$ cat src/rtl/div_pkg.sv
// Shared types and defaults for the sequential restoring divider.
package div_pkg;

  localparam int DIV_DEFAULT_WIDTH = 8;

  typedef enum logic [1:0] {
    IDLE = 2'd0,
    RUN  = 2'd1,
    DONE = 2'd2
  } div_state_t;

endpackage

$ cat src/rtl/div_step.sv
// One restoring-division step: shift in the next dividend bit, subtract the divisor if it fits.
module div_step
  import div_pkg::*;
#(
  parameter int WIDTH = DIV_DEFAULT_WIDTH
) (
  input  logic [WIDTH:0]   rem,
  input  logic             dvd_msb,
  input  logic [WIDTH-1:0] divisor,
  output logic [WIDTH:0]   rem_next,
  output logic             q_bit
);

  logic [WIDTH+1:0] shifted;
  logic [WIDTH:0]   diff;

  assign shifted = {rem, dvd_msb};
  assign q_bit   = (shifted >= {2'b00, divisor});
  // Only consumed when the divisor fits, so the result is known to fit in WIDTH+1 bits.
  assign diff     = shifted[WIDTH:0] - {1'b0, divisor};
  assign rem_next = q_bit ? diff : shifted[WIDTH:0];

endmodule

$ cat src/rtl/seq_divider.sv
// Iterative unsigned restoring divider, one quotient bit per clock.
// Optional DIV_FAST_ZERO_EN: a zero divisor skips the iteration and reports after one cycle.
module seq_divider
  import div_pkg::*;
#(
  parameter int WIDTH = DIV_DEFAULT_WIDTH
) (
  input  logic             clk,
  input  logic             rst_n,
  input  logic             start,
  input  logic [WIDTH-1:0] dividend,
  input  logic [WIDTH-1:0] divisor,
  output logic             busy,
  output logic             done,
  output logic [WIDTH-1:0] quotient,
  output logic [WIDTH-1:0] remainder,
  output logic             div_zero
);

  localparam int CW = (WIDTH > 2) ? $clog2(WIDTH) : 1;
  localparam logic [CW-1:0] LAST = CW'(WIDTH - 1);

  div_state_t       state, state_next;
  logic [WIDTH:0]   rem_q;
  logic [WIDTH-1:0] dvd_q;
  logic [WIDTH-1:0] dsr_q;
  logic [CW-1:0]    cnt_q;

  logic [WIDTH:0]   rem_next;
  logic             q_bit;
  logic             accept;
  logic             load_ops;
  logic             run_step;
  logic             load_out;
  logic             load_zero;

  div_step #(.WIDTH(WIDTH)) u_step (
    .rem      (rem_q),
    .dvd_msb  (dvd_q[WIDTH-1]),
    .divisor  (dsr_q),
    .rem_next (rem_next),
    .q_bit    (q_bit)
  );

`ifdef DIV_FAST_ZERO_EN
  // Zero-divisor operation waiting one cycle in IDLE before reporting.
  logic fast_pend;
  logic fast_set;

  assign accept   = start && (state != RUN) && !fast_pend;
  assign fast_set = accept && (divisor == '0);

  always_ff @(posedge clk or negedge rst_n) begin
    if (!rst_n) fast_pend <= 1'b0;
    else        fast_pend <= fast_set;
  end
`else
  assign accept = start && (state != RUN);
`endif

  always_ff @(posedge clk or negedge rst_n) begin
    if (!rst_n) state <= IDLE;
    else        state <= state_next;
  end

  always_comb begin
    state_next = state;
    load_ops   = 1'b0;
    run_step   = 1'b0;
    load_out   = 1'b0;
    load_zero  = 1'b0;
    case (state)
      IDLE, DONE: begin
        if (accept) begin
          load_ops   = 1'b1;
          state_next = RUN;
`ifdef DIV_FAST_ZERO_EN
          if (fast_set) state_next = IDLE;
`endif
        end else begin
          state_next = IDLE;
`ifdef DIV_FAST_ZERO_EN
          if (fast_pend) begin
            load_zero  = 1'b1;
            state_next = DONE;
          end
`endif
        end
      end
      RUN: begin
        run_step = 1'b1;
        if (cnt_q == LAST) begin
          load_out   = 1'b1;
          state_next = DONE;
        end
      end
      default: state_next = IDLE;
    endcase
  end

  always_ff @(posedge clk or negedge rst_n) begin
    if (!rst_n) begin
      rem_q <= '0;
      dvd_q <= '0;
      dsr_q <= '0;
      cnt_q <= '0;
    end else if (load_ops) begin
      rem_q <= '0;
      dvd_q <= dividend;
      dsr_q <= divisor;
      cnt_q <= '0;
    end else if (run_step) begin
      rem_q <= rem_next;
      dvd_q <= {dvd_q[WIDTH-2:0], q_bit};
      cnt_q <= cnt_q + CW'(1);
    end
  end

  // Result registers only move when an operation completes.
  always_ff @(posedge clk or negedge rst_n) begin
    if (!rst_n) begin
      quotient  <= '0;
      remainder <= '0;
      div_zero  <= 1'b0;
    end else if (load_out) begin
      quotient  <= {dvd_q[WIDTH-2:0], q_bit};
      remainder <= rem_next[WIDTH-1:0];
      div_zero  <= (dsr_q == '0);
    end else if (load_zero) begin
      quotient  <= '1;
      remainder <= dvd_q;
      div_zero  <= 1'b1;
    end
  end

  assign busy = (state == RUN);
  assign done = (state == DONE);

endmodule

$ cat config.mk
export PLATFORM = sky130hd
export DESIGN_NAME = seq_divider
export DESIGN_NICKNAME = d
export VERILOG_FILES = /design/src/rtl/div_pkg.sv /design/src/rtl/div_step.sv /design/src/rtl/seq_divider.sv
export SDC_FILE = /design/constraint.sdc
export NUM_CORES = 1
export LEC_CHECK = 0
export CAP_MARGIN = 25
export CORE_MARGIN = 3
export CORE_UTILIZATION = 40
export DETAILED_ROUTE_END_ITERATION = 6
export HOLD_SLACK_MARGIN = 0.06
export PLACE_DENSITY = 0.63
export SLEW_MARGIN = 20
export SYNTH_ARGS = -nofsm -noshare
export SYNTH_HDL_FRONTEND = slang
export SYNTH_SLANG_ARGS = --single-unit
$ cat constraint.sdc
create_clock -name clk -period 2.68 [get_ports clk]
set_input_delay 0.402 -clock clk [delete_from_list [all_inputs] [get_ports clk]]
set_output_delay 0.402 -clock clk [all_outputs]
set_load 0.1 [all_outputs]
Word level (Yosys, flattened, before mapping). Index checks and enable logic that the tools add are counted. Widths: inputs -> output; s select.

Bits in registers: 47. Output and inout port bits: 19. Logic and storage cells: 36.

Eq/ne operators: 5. $add $sub $neg: 2. Order comparisons: 1. Muxes and demuxes: 15. Reductions and logical operators: 5.

Operator list (count): $mux 9 (3); $mux 8 (2); $ge 10x8->1 (1); $sub 9x8->9 (1); $logic_not 8->1 (1); $mux 1 (6); $mux 3 (2); $ne 2x1->1 const B (2); $pmux 2 s2 (1); $add 3x1->3 const B (1); $eq 3x3->1 const B (1); $eq 2x1->1 const B (1); $eq 2x2->1 const B (1); $logic_not 2->1 (1); $mux 2 (1); $reduce_bool 2->1 (1); $reduce_or 2->1 (1); $logic_and 1x1->1 (1).

Longest topological paths before layout. Gate-level depths: netlist of run 1.

Depth in word-level cells: 5. Gate-level depth with buffers: 10. Mapped depth without buffers: 9.

Hierarchy. Synthesis of run 1 repeated with hierarchy kept, for this count alone.

Cells, all modules: 226. Area total of the unflattened synthesis: 2396.0 µm².

By module, submodules not included: seq_divider (instances 1, area each 1873.0 µm², cells an instance 151); div_step (instances 1, area each 523.0 µm², cells an instance 75).

Worst setup path before layout of run 1. No wires, ideal clock.

Path kind: reg2out. From: register state[1]. To: output busy. Cell stages (with the launch flop): 5. Arrival: 1737 ps. Setup slack: 541 ps. Cells stage by stage: dfrtp_1 -> nand2b_1 -> buf_2 -> inv_1 -> clkbuf_1.

Cells in the longest elaborated chain, start to end: 1.

RTL lines: start, declared (line seq_divider.sv:23) `div_state_t state, state_next;`; start signal, assigned (line seq_divider.sv:63) `else state <= state_next;`; $eq 2x1->1 (line seq_divider.sv:136) `assign busy = (state == RUN);`; end, declared (line seq_divider.sv:13) `output logic busy,`.

Every way passes these cells.

Final worst setup path of run 1.
From: register dvd_q[7]. To: register rem_q[6].

Cells in the longest elaborated chain, start to end: 4.

RTL lines: start, declared (line seq_divider.sv:25) `logic [WIDTH-1:0] dvd_q;`; start signal, assigned (line seq_divider.sv:109) `dvd_q <= dividend;`; start signal, assigned (line seq_divider.sv:114) `dvd_q <= {dvd_q[WIDTH-2:0], q_bit};`; $sub 9x8->9 / $ge 10x8->1 (equally long branches) (line div_step.sv:20, div_step.sv:18); $mux 9 * (line div_step.sv:21) `assign rem_next = q_bit ? diff : shifted[WIDTH:0];`; $mux 9 * (line seq_divider.sv:112) `end else if (run_step) begin`; $mux 9 * (line seq_divider.sv:107) `end else if (load_ops) begin`; end signal, assigned (line seq_divider.sv:113) `rem_q <= rem_next;`; end, declared (line seq_divider.sv:24) `logic [WIDTH:0] rem_q;`.

Every way passes the cells marked *; elsewhere a longest branch is shown, timed or not. The select of a mux whose other input is x is not followed. A chain may end at the register's enable or synchronous reset.

==> out/metrics.cfg, run 1 <==
[run_status]
status = completed

[floorplanning]
die_h_um = 83.1
rows = 27
die_area_sq_um = 6900
start_util = 0.421
die_x_um = 83.1
pin_count = 38
core-area_sq_um = 5640

[synthesis]
syn-instance-count = 244
synth.area.top_cells = dfrtp_1 (49%), nand2_1 (6.8%), ha_1 (5.3%)
synth.distinct_cells = 41
yosys_warnings = 0
synth.avg_cell_area_sq_um = 9.74
synth_top_area_frac = 0.495
ys_ff_latch = 47
seq_area_frac_synth = 0.495
synthesis.area_sq_um = 2380
syn_nets = 274
synth_top_area_cell = dfrtp_1

[clock_tree]
cts_setup_buffers = 0
htree_levels = 2
cts_buffer_depth = 2
numCtsBuffers = 5
clock_sinks = 47
cts_resized = 0
root_buffer = clkbuf_8
cts_tree = built
hold_buffers = 0
clk_latency_ns = 0.29
clk_pin_slew_ns = 0.08

[timing]
rsz0062_at_grt = false
clock.fmax_mhz = 415
fin_tns_setup_ns = 0
slew_viol_final = 0
period_minus_slack_ns = 2.41
fin_crit_sh = 0.899
maxSlewHeadroom = 0.374
worstMarginPinSlew_ns = 0.935
hold_violations = 0
setup_viol = 0
finalClockSkew_ns = 0.00563

[detailed_routing]
drc = 0
drt-initial-drc-count = 126
vias_per_cell = 5.23
routedWlPerCell_um = 15.0
dr.pass1.iters = 4
vias = 1845
drtAntennaViolNets = 0
wl_mm = 5.30

[cells_and_area]
final_area_sq_um = 2880
syn_to_final_growth_pct = 21.0
layoutNonFillerInstCount = 353
antennaDiodeCount = 0
drive_gt1_frac = 0.157
fin_nets = 311

[placed_design]
dp.cells = 346
place_area_sq_um = 2770
hpwl_mm = 3.94
port_buffers = 37
gp_congestion = 0.881

[worst_setup_path]
cp-start-kind = register
arrival_ns = 2.59
endpoint_kind = register
cp.required_ns = 2.86
cp_max_fo = 8
path_class = register to register

[worst_hold_path]
min_path_type = input pin to async pin

[grt]
grt_pass1_vias = 1816
grt_start_max_net_pins = 25
grt-ovfl-total = 0
track_usage = 0.161
antenna_found_initial = 0
grt_pass1_wl_mm = 8.96

[job]
maxCapViolations = 0

synthesized netlist by cell type:
| cell type | number |
|---|---|
| or4_1 | 1 |
| a31oi_2 | 1 |
| a311oi_1 | 1 |
| nor2b_1 | 3 |
| fa_1 | 1 |
| o21ai_2 | 1 |
| nor3b_1 | 1 |
| nor4_1 | 3 |
| nand2b_1 | 3 |
| a22o_1 | 2 |
| nand4_1 | 4 |
| xor2_1 | 3 |
| clkbuf_1 | 7 |
| o21a_1 | 1 |
| nor4b_1 | 1 |
| a21o_1 | 2 |
| buf_6 | 2 |
| a211o_1 | 1 |
| a32oi_1 | 1 |
| a211oi_1 | 1 |
| mux2_2 | 8 |
| ha_1 | 10 |
| nor3_1 | 3 |
| a22oi_1 | 4 |
| or3_1 | 2 |
| and3_1 | 2 |
| a21oi_1 | 9 |
| mux2i_1 | 6 |
| nor3_4 | 1 |
| o211ai_1 | 1 |
| o21ai_1 | 8 |
| nand2_1 | 43 |
| nand3_1 | 3 |
| dfrtp_1 | 47 |
| buf_2 | 4 |
| inv_1 | 13 |
| nor2_1 | 14 |
| a211oi_4 | 1 |
| o21ai_0 | 19 |
| o22ai_1 | 3 |
| a31oi_1 | 3 |
critical path: stages (launching register included):
cell and delay (ns):
dfrtp_1 0.36, inv_1 0.08, ha_1 0.17, inv_1 0.05, fa_1 0.40, nand3_1 0.19, a31oi_2 0.14, nor3_4 0.33
buf_4 0.23, mux2i_1 0.24, o21ai_1 0.09
worst paths after layout:
| path | slack [ns] | cells past startpoint | endpoint | startpoint |
|---|---|---|---|---|
| max | 0.27 | 10 | rem_q[6] | dvd_q[7] |
| min | 0.08 | 1 | quotient[4] | rst_n |
| max reg2reg | 0.27 | 10 | rem_q[6] | dvd_q[7] |
| min reg2reg | 0.50 | 2 | remainder[1] | remainder[1] |
| max in group asynchronous | 1.88 | 2 | quotient[0] | rst_n |
| min in group clk | 0.50 | 2 | remainder[1] | remainder[1] |
state kept, by name (all words and copies together) (netlist names):
name and cells:
rem_q 9, div_zero 1, cnt_q 3, quotient 8
state 2, dvd_q 8, dsr_q 8, remainder 8
final cells by class:
| cell class | instances | area (sq um) |
|---|---|---|
| inverters | 13 | 48.8 |
| fillers | 531 | 2770 |
| clock buffers | 6 | 72.6 |
| well taps | 72 | 90.1 |
| clock inverters | 1 | 30.0 |
| repair buffers | 43 | 375 |
| multi-input cells | 171 | 1080 |
| flip-flops and latches | 47 | 1180 |
cell families (layout without fill, tap and decap cells):
| group | after synthesis | in the layout | synth area share |
|---|---|---|---|
| buf+inv | 26 | 63 | 0.0495 |
| simple gates | 84 | 84 | 0.164 |
| fa+ha+maj | 11 | 11 | 0.0611 |
| mux | 14 | 14 | 0.0632 |
| xor+xnor | 3 | 3 | 0.0111 |
| compound gates | 59 | 59 | 0.156 |
| flops | 47 | 47 | 0.495 |
layout by cell type, fill, tap and decap left out, types with 2 or more instances in the layout:
master,count
or3_1,2
a21oi_1,9
inv_1,13
mux2_2,8
dfrtp_1,47
o21ai_0,19
nor2b_1,3
o22ai_1,3
and3_1,2
nand2_1,43
nor4_1,3
mux2i_1,6
xor2_1,3
nand2b_1,3
a22o_1,2
ha_1,10
nand4_1,4
o21ai_1,8
nor3_1,3
a31oi_1,3
a22oi_1,4
nor2_1,14
buf_4,24
clkdlybuf4s50_1,17
nand3_1,3
a21o_1,2
clkbuf_8,5
layer usage:
layer,routed length [um],GRT usage
met5,0,0
met4,65,0.0609
met3,149,0.0387
met2,2560,0.246
met1,2530,0.220
through the flow:
step	setup WS [ns]	hold WS (ns)	utilization
after floorplan	0.541	0.106	-
after global placement	0.389	0.417	0.491
after detailed placement	0.296	0.416	0.491
after CTS	0.265	0.0902	0.510
after global routing	0.0330	0.110	0.510
final	0.271	0.0843	0.510
Power of run 1 is left out: the tool's default activity adds up to more than one toggle a clock period on the data nets, which glitch-free logic cannot reach.
==> run 2, diff against run 1 <==
--- a/config.mk
+++ b/config.mk
@@ -9,8 +9,8 @@
 export CORE_MARGIN = 3
 export CORE_UTILIZATION = 40
 export DETAILED_ROUTE_END_ITERATION = 6
-export HOLD_SLACK_MARGIN = 0.06
-export PLACE_DENSITY = 0.63
+export HOLD_SLACK_MARGIN = 0.12
+export PLACE_DENSITY = 0.65
 export SLEW_MARGIN = 20
 export SYNTH_ARGS = -nofsm -noshare
 export SYNTH_HDL_FRONTEND = slang
==> constraint.sdc (replaced) <==
create_clock -name clk -period 1.9 [get_ports clk]
set_input_delay 0.285 -clock clk [delete_from_list [all_inputs] [get_ports clk]]
set_output_delay 0.285 -clock clk [all_outputs]
set_load 0.1 [all_outputs]
==> run 2 against run 1 <==
  * The flow now finishes with violations (setup timing)
  * Maximum frequency increased by 18%
  * Count of clock-buffer cells in the layout is the same
  * Hold slack better by 0.42 ns
  * Core utilization grew 10 points
  * First-iteration DRC count shrank 44%
==> out/metrics.cfg, run 2 (synthesis gave the netlist of run 1 again) <==
[detailed_routing]
drc = 0  ; unchanged
vias = 2057  ; +11%
wl_met1_mm = 2.66  ; +5.4%
dr.pass1.iters = 4  ; unchanged
wl_mm = 5.88  ; +11%
wl_met3_um = 158  ; +6.0%
drtAntennaViolNets = 0  ; unchanged
wl_met2_mm = 2.88  ; +13%
vias_per_cell = 5.13  ; -1.9%
routedWlPerCell_um = 14.7  ; -2.3%
dr.max_layer_used = met4
drt-initial-drc-count = 70  ; -44%

[worst_hold_path]
hold_path_end = remainder[6]
hold_path_startpoint = remainder[6]
min_path_type = register to register
holdPathStages = 2

[grt]
grt_pass1_vias = 2077  ; +14%
grt_start_max_net_pins = 48  ; +92%
track_usage = 0.176  ; +0.0150
grt_pass1_wl_mm = 9.85  ; +9.9%
grt-ovfl-total = 0  ; unchanged
antenna_found_initial = 0  ; unchanged

[clock_tree]
root_buffer = clkbuf_8
clock_sinks = 47  ; unchanged
cts_tree = built
cts_buffer_depth = 2  ; unchanged
numCtsBuffers = 5  ; unchanged
clk_latency_ns = 0.30  ; about the same
htree_levels = 2  ; unchanged
clk_pin_slew_ns = 0.09  ; about the same

[timing]
hold_violations = 0  ; unchanged
finalClockSkew_ns = 0.00450  ; -0.00114 ns
fin_tns_setup_ns = -1.29  ; -1.29 ns
final.setup.worst_slack_ns = -0.137  ; -0.408 ns
period_minus_slack_ns = 2.04  ; -0.372 ns
clock.fmax_mhz = 491  ; +18%
maxSlewHeadroom = 0.444  ; +0.0693
fin_crit_sh = 1.07  ; +0.173
slew_viol_final = 0  ; unchanged
rsz0062_at_grt = true
worstMarginPinSlew_ns = 0.832  ; -0.104 ns
setup_viol = 14  ; +14

[worst_setup_path]
cp_max_fo = 12  ; +4
arrival_ns = 2.27  ; -0.32 ns
cp-start-kind = register
path_buf_inv = 3  ; unchanged
reg2reg_depth = 10  ; unchanged
rrSetupSlack_ns = -0.14  ; -0.41 ns
r2r-end = rem_q[0]
max_stage_delay_ns = 0.38  ; -0.02 ns
timing.rr.start = dvd_q[7]
crit_slowest_cell = dfrtp_1
endpoint_kind = register
crit_chain = inv_2 > ha_4 > inv_2 > fa_2 > nand3_4 > a31oi_4 > nor3_4 > buf_12 > mux2_4 > o21ai_1
crit_top_cell = inv_2
path_class = register to register
cp.required_ns = 2.13  ; -0.73 ns
path_delay_family = adder cells

[cells_and_area]
fin_nets = 358  ; +15%
drive_gt1_frac = 0.365  ; +0.208
top_register = rem_q
antennaDiodeCount = 0  ; unchanged
largest_reg_flops = 9  ; unchanged
num-fill-cells = 470  ; -11%
syn_to_final_growth_pct = 45.3
layout_common_cells = buf_4 (66), dfrtp_1 (46), nand2_1 (42)
layoutNonFillerInstCount = 401  ; +14%
final_common_cell = buf_4

[job]
maxCapViolations = 0  ; unchanged

[placed_design]
dp.cells = 384  ; +11%
port_buffers = 37  ; unchanged
dp_slack_ns = -0.123  ; -0.419 ns
gp_congestion = 0.831  ; -5.6%
hpwl_mm = 4.21  ; +6.9%

[floorplanning]
die_area_sq_um = 6900  ; unchanged
rows = 27  ; unchanged
die_h_um = 83.1  ; unchanged
start_util = 0.421  ; unchanged
die_x_um = 83.1  ; unchanged
core-area_sq_um = 5640  ; unchanged
pin_count = 38  ; unchanged

[run_status]
failed_checks = setup timing
status = finished with violations

-- run 2: repair_timing --
item,CTS,global route
hold endpoints to repair,47,0
resized for setup,12,17
setup buffers,4,4
setup endpoints to repair,17,19
pin swaps,6,9
hold buffers,1,0
-- run 2: stage by stage --
step	util	hold slack, ns	area (sq um)
floorplan	-	-0.0106	2430
global placement	0.556	0.418	3140
finish	0.612	0.500	3450
global route	0.612	0.504	3450
detailed placement	0.556	0.415	3140
CTS	0.593	0.494	3340
-- run 2: cell type report --
type | count | area [sq um] | share of cell area
Sequential cell | 47 | 1180 | 0.341
Timing Repair Buffer | 90 | 763 | 0.221
Clock inverter | 2 | 16.3 | 0.00471
Multi-Input combinational cell | 171 | 1280 | 0.372
Clock buffer | 6 | 72.6 | 0.0210
Tap cell | 72 | 90.1 | 0.0261
Inverter | 13 | 48.8 | 0.0141
-- run 2: how the worst max path moves through the flow --
stage                  start        to  slack [ns]  cells after the start
floorplan           dvd_q[7]  rem_q[2]       -0.09                     10
global placement    rem_q[2]  rem_q[5]       -0.09                      7
detailed placement  dvd_q[7]  rem_q[4]       -0.12                     10
CTS                 dvd_q[7]  rem_q[0]       -0.14                     10
global route        dvd_q[7]  rem_q[6]       -0.24                     10
finish              dvd_q[7]  rem_q[0]       -0.14                     10
-- run 2: per-layer routing --
layer | GRT usage | vias to the layer above
met5 | 0 | -
met4 | 0.0847 | 0
met3 | 0.0288 | 18
met2 | 0.287 | 41
met1 | 0.226 | 978
li1 | - | 1020
-- run 2: tightest hold or removal path: cells and delay by family (launching register included) --
family | cells | cell delay (ns)
flip-flops | 1 | 0.36
AO/OA/AOI/OAI | 1 | 0.06
AND/OR/NAND/NOR | 1 | 0.05
Power of run 2 is left out for the same reason.
==> run 3, diff against run 2 <==
--- a/config.mk
+++ b/config.mk
@@ -15,3 +15,4 @@
 export SYNTH_ARGS = -nofsm -noshare
 export SYNTH_HDL_FRONTEND = slang
 export SYNTH_SLANG_ARGS = --single-unit
+export TNS_END_PERCENT = 30
==> constraint.sdc (replaced) <==
create_clock -name clk -period 1.9 [get_ports clk]
set_input_delay 0.57 -clock clk [delete_from_list [all_inputs] [get_ports clk]]
set_output_delay 0.57 -clock clk [all_outputs]
set_load 0.1 [all_outputs]
==> run 3 against run 2 <==
  * The flow still finishes with violations (setup timing)
  * Maximum frequency is 2.4% lower
  * Core utilization is 2.9 points higher
  * Routed wire length is 1.9% higher
  * Setup slack worse by 0.049 ns
  * Sequential share of layout area is 1.6 points lower
  * Register-to-register slack worse by 0.05 ns
  * Final area is 4.7% higher
  * Critical path depth is 1 higher
  * First-iteration DRC count is 57% higher
  * Critical path type unchanged
  * Critical endpoint is now rem_q[6]
==> out/metrics.cfg, run 3 (synthesis gave the netlist of run 1 again) <==
[timing]
rsz0062_at_grt = true
clock.fmax_mhz = 479  ; -2.4%
slew_viol_final = 0  ; unchanged
hold_ws_ns = 0.206  ; -0.294 ns
fin_tns_setup_ns = -2.42  ; -1.13 ns
worstMarginPinSlew_ns = 0.871  ; +0.0393 ns
finalClockSkew_ns = 0.0124  ; +0.00792 ns
hold_violations = 0  ; unchanged
final.setup.worst_slack_ns = -0.186  ; -0.0491 ns
period_minus_slack_ns = 2.09  ; +0.0491 ns
setup_viol = 18  ; +4
maxSlewHeadroom = 0.417  ; -0.0263
fin_crit_sh = 1.10  ; +0.0258

[worst_setup_path]
path_class = register to register
crit_chain = inv_2 > ha_4 > inv_2 > fa_2 > nand3_4 > a31oi_4 > nor3_4 > buf_6 > buf_6 > mux2i_4 > o21ai_1
cp.required_ns = 2.11  ; -0.02 ns
cp-start-kind = register
rrSetupSlack_ns = -0.19  ; -0.05 ns
max_stage_delay_ns = 0.39  ; about the same
crit_slowest_cell = fa_2
path_delay_family = adder cells
arrival_ns = 2.29  ; +0.02 ns
cp_max_fo = 5  ; -7
path_buf_inv = 4  ; +1
endpoint_kind = register

[placed_design]
dp_slack_ns = -0.377  ; -0.254 ns
gp_congestion = 0.821  ; -1.2%
dp.cells = 384  ; unchanged
port_buffers = 37  ; unchanged
hpwl_mm = 4.27  ; +1.5%

[floorplanning]
die_h_um = 83.1  ; unchanged
core-area_sq_um = 5640  ; unchanged
start_util = 0.421  ; unchanged
pin_count = 38  ; unchanged
die_area_sq_um = 6900  ; unchanged
rows = 27  ; unchanged
die_x_um = 83.1  ; unchanged

[clock_tree]
cts_buffer_depth = 2  ; unchanged
clk_pin_slew_ns = 0.11  ; +0.02 ns
root_buffer = clkbuf_8
numCtsBuffers = 5  ; unchanged
htree_levels = 2  ; unchanged
cts_tree = built
clk_latency_ns = 0.31  ; about the same
clock_sinks = 47  ; unchanged
hold_buffers = 0  ; -1

[cells_and_area]
syn_to_final_growth_pct = 52.1
largest_reg_flops = 9  ; unchanged
final_common_cell = dfrtp_1
layoutNonFillerInstCount = 397  ; -1.0%
multi_input_area_sq_um = 1250  ; -2.5%
layout_common_cells = dfrtp_1 (47), buf_4 (44), nand2_1 (43)
regArea_sq_um = 1180  ; -0.11%
antennaDiodeCount = 0  ; unchanged
num-fill-cells = 447  ; -4.9%
drive_gt1_frac = 0.335  ; -0.0294
fin_nets = 354  ; -1.1%
top_register = rem_q

[grt]
track_usage = 0.177  ; +0.000778
grt_start_max_net_pins = 30  ; -38%
antenna_found_initial = 0  ; unchanged
grt_pass1_wl_mm = 10.0  ; +1.7%
grt_pass1_vias = 2091  ; +0.67%
grt-ovfl-total = 0  ; unchanged

[detailed_routing]
vias_per_cell = 5.30  ; +3.3%
drtAntennaViolNets = 0  ; unchanged
wl_mm = 5.99  ; +1.9%
dr.pass1.iters = 5  ; +1
drc = 0  ; unchanged
routedWlPerCell_um = 15.1  ; +2.9%
vias = 2104  ; +2.3%
drt-initial-drc-count = 110  ; +57%

[run_status]
failed_checks = setup timing
status = finished with violations

[worst_hold_path]
min_path_type = input pin to async pin

[job]
maxCapViolations = 0  ; unchanged

## run 3: area by class of cell
type,instances,share of cell area
Inverter,13,0.0135
Clock buffer,5,0.0190
Multi-Input combinational cell,171,0.346
Clock inverter,3,0.00762
Sequential cell,47,0.325
Timing Repair Buffer,86,0.263
Tap cell,72,0.0249
## run 3: per-stage QoR
| stage | cell area [sq um] | utilization |
|---|---|---|
| after floorplan | 2380 | - |
| after global placement | 3300 | 0.585 |
| after detailed placement | 3300 | 0.585 |
| after CTS | 3450 | 0.612 |
| after global routing | 3610 | 0.641 |
| final | 3610 | 0.641 |
## run 3: layer usage
layer / global-route usage / vias up / part of all wire
met1: 0.233 / 1044 / 0.46
met5: 0 / - / 0
met2: 0.303 / 43 / 0.50
met4: 0.0401 / 0 / 0.010
li1: - / 1011 / -
met3: 0.0308 / 6 / 0.030
## run 3: repair_timing
item,in CTS,in global routing
gates cloned,0,0
setup endpoints to repair,19,19
resized for setup,13,26
pin swaps,2,10
setup buffers,2,3
## run 3: path summary, 6_finish.rpt
kind,from,end,cells after the start
min in group clk,cnt_q[1],cnt_q[1],1
worst max register to register,dvd_q[7],rem_q[6],11
max in group asynchronous,rst_n,remainder[3],2
worst min register to register,cnt_q[1],cnt_q[1],1
worst min-delay path,rst_n,dsr_q[6],1
worst max-delay path,dvd_q[7],rem_q[6],11
Power of run 3 is left out for the same reason.
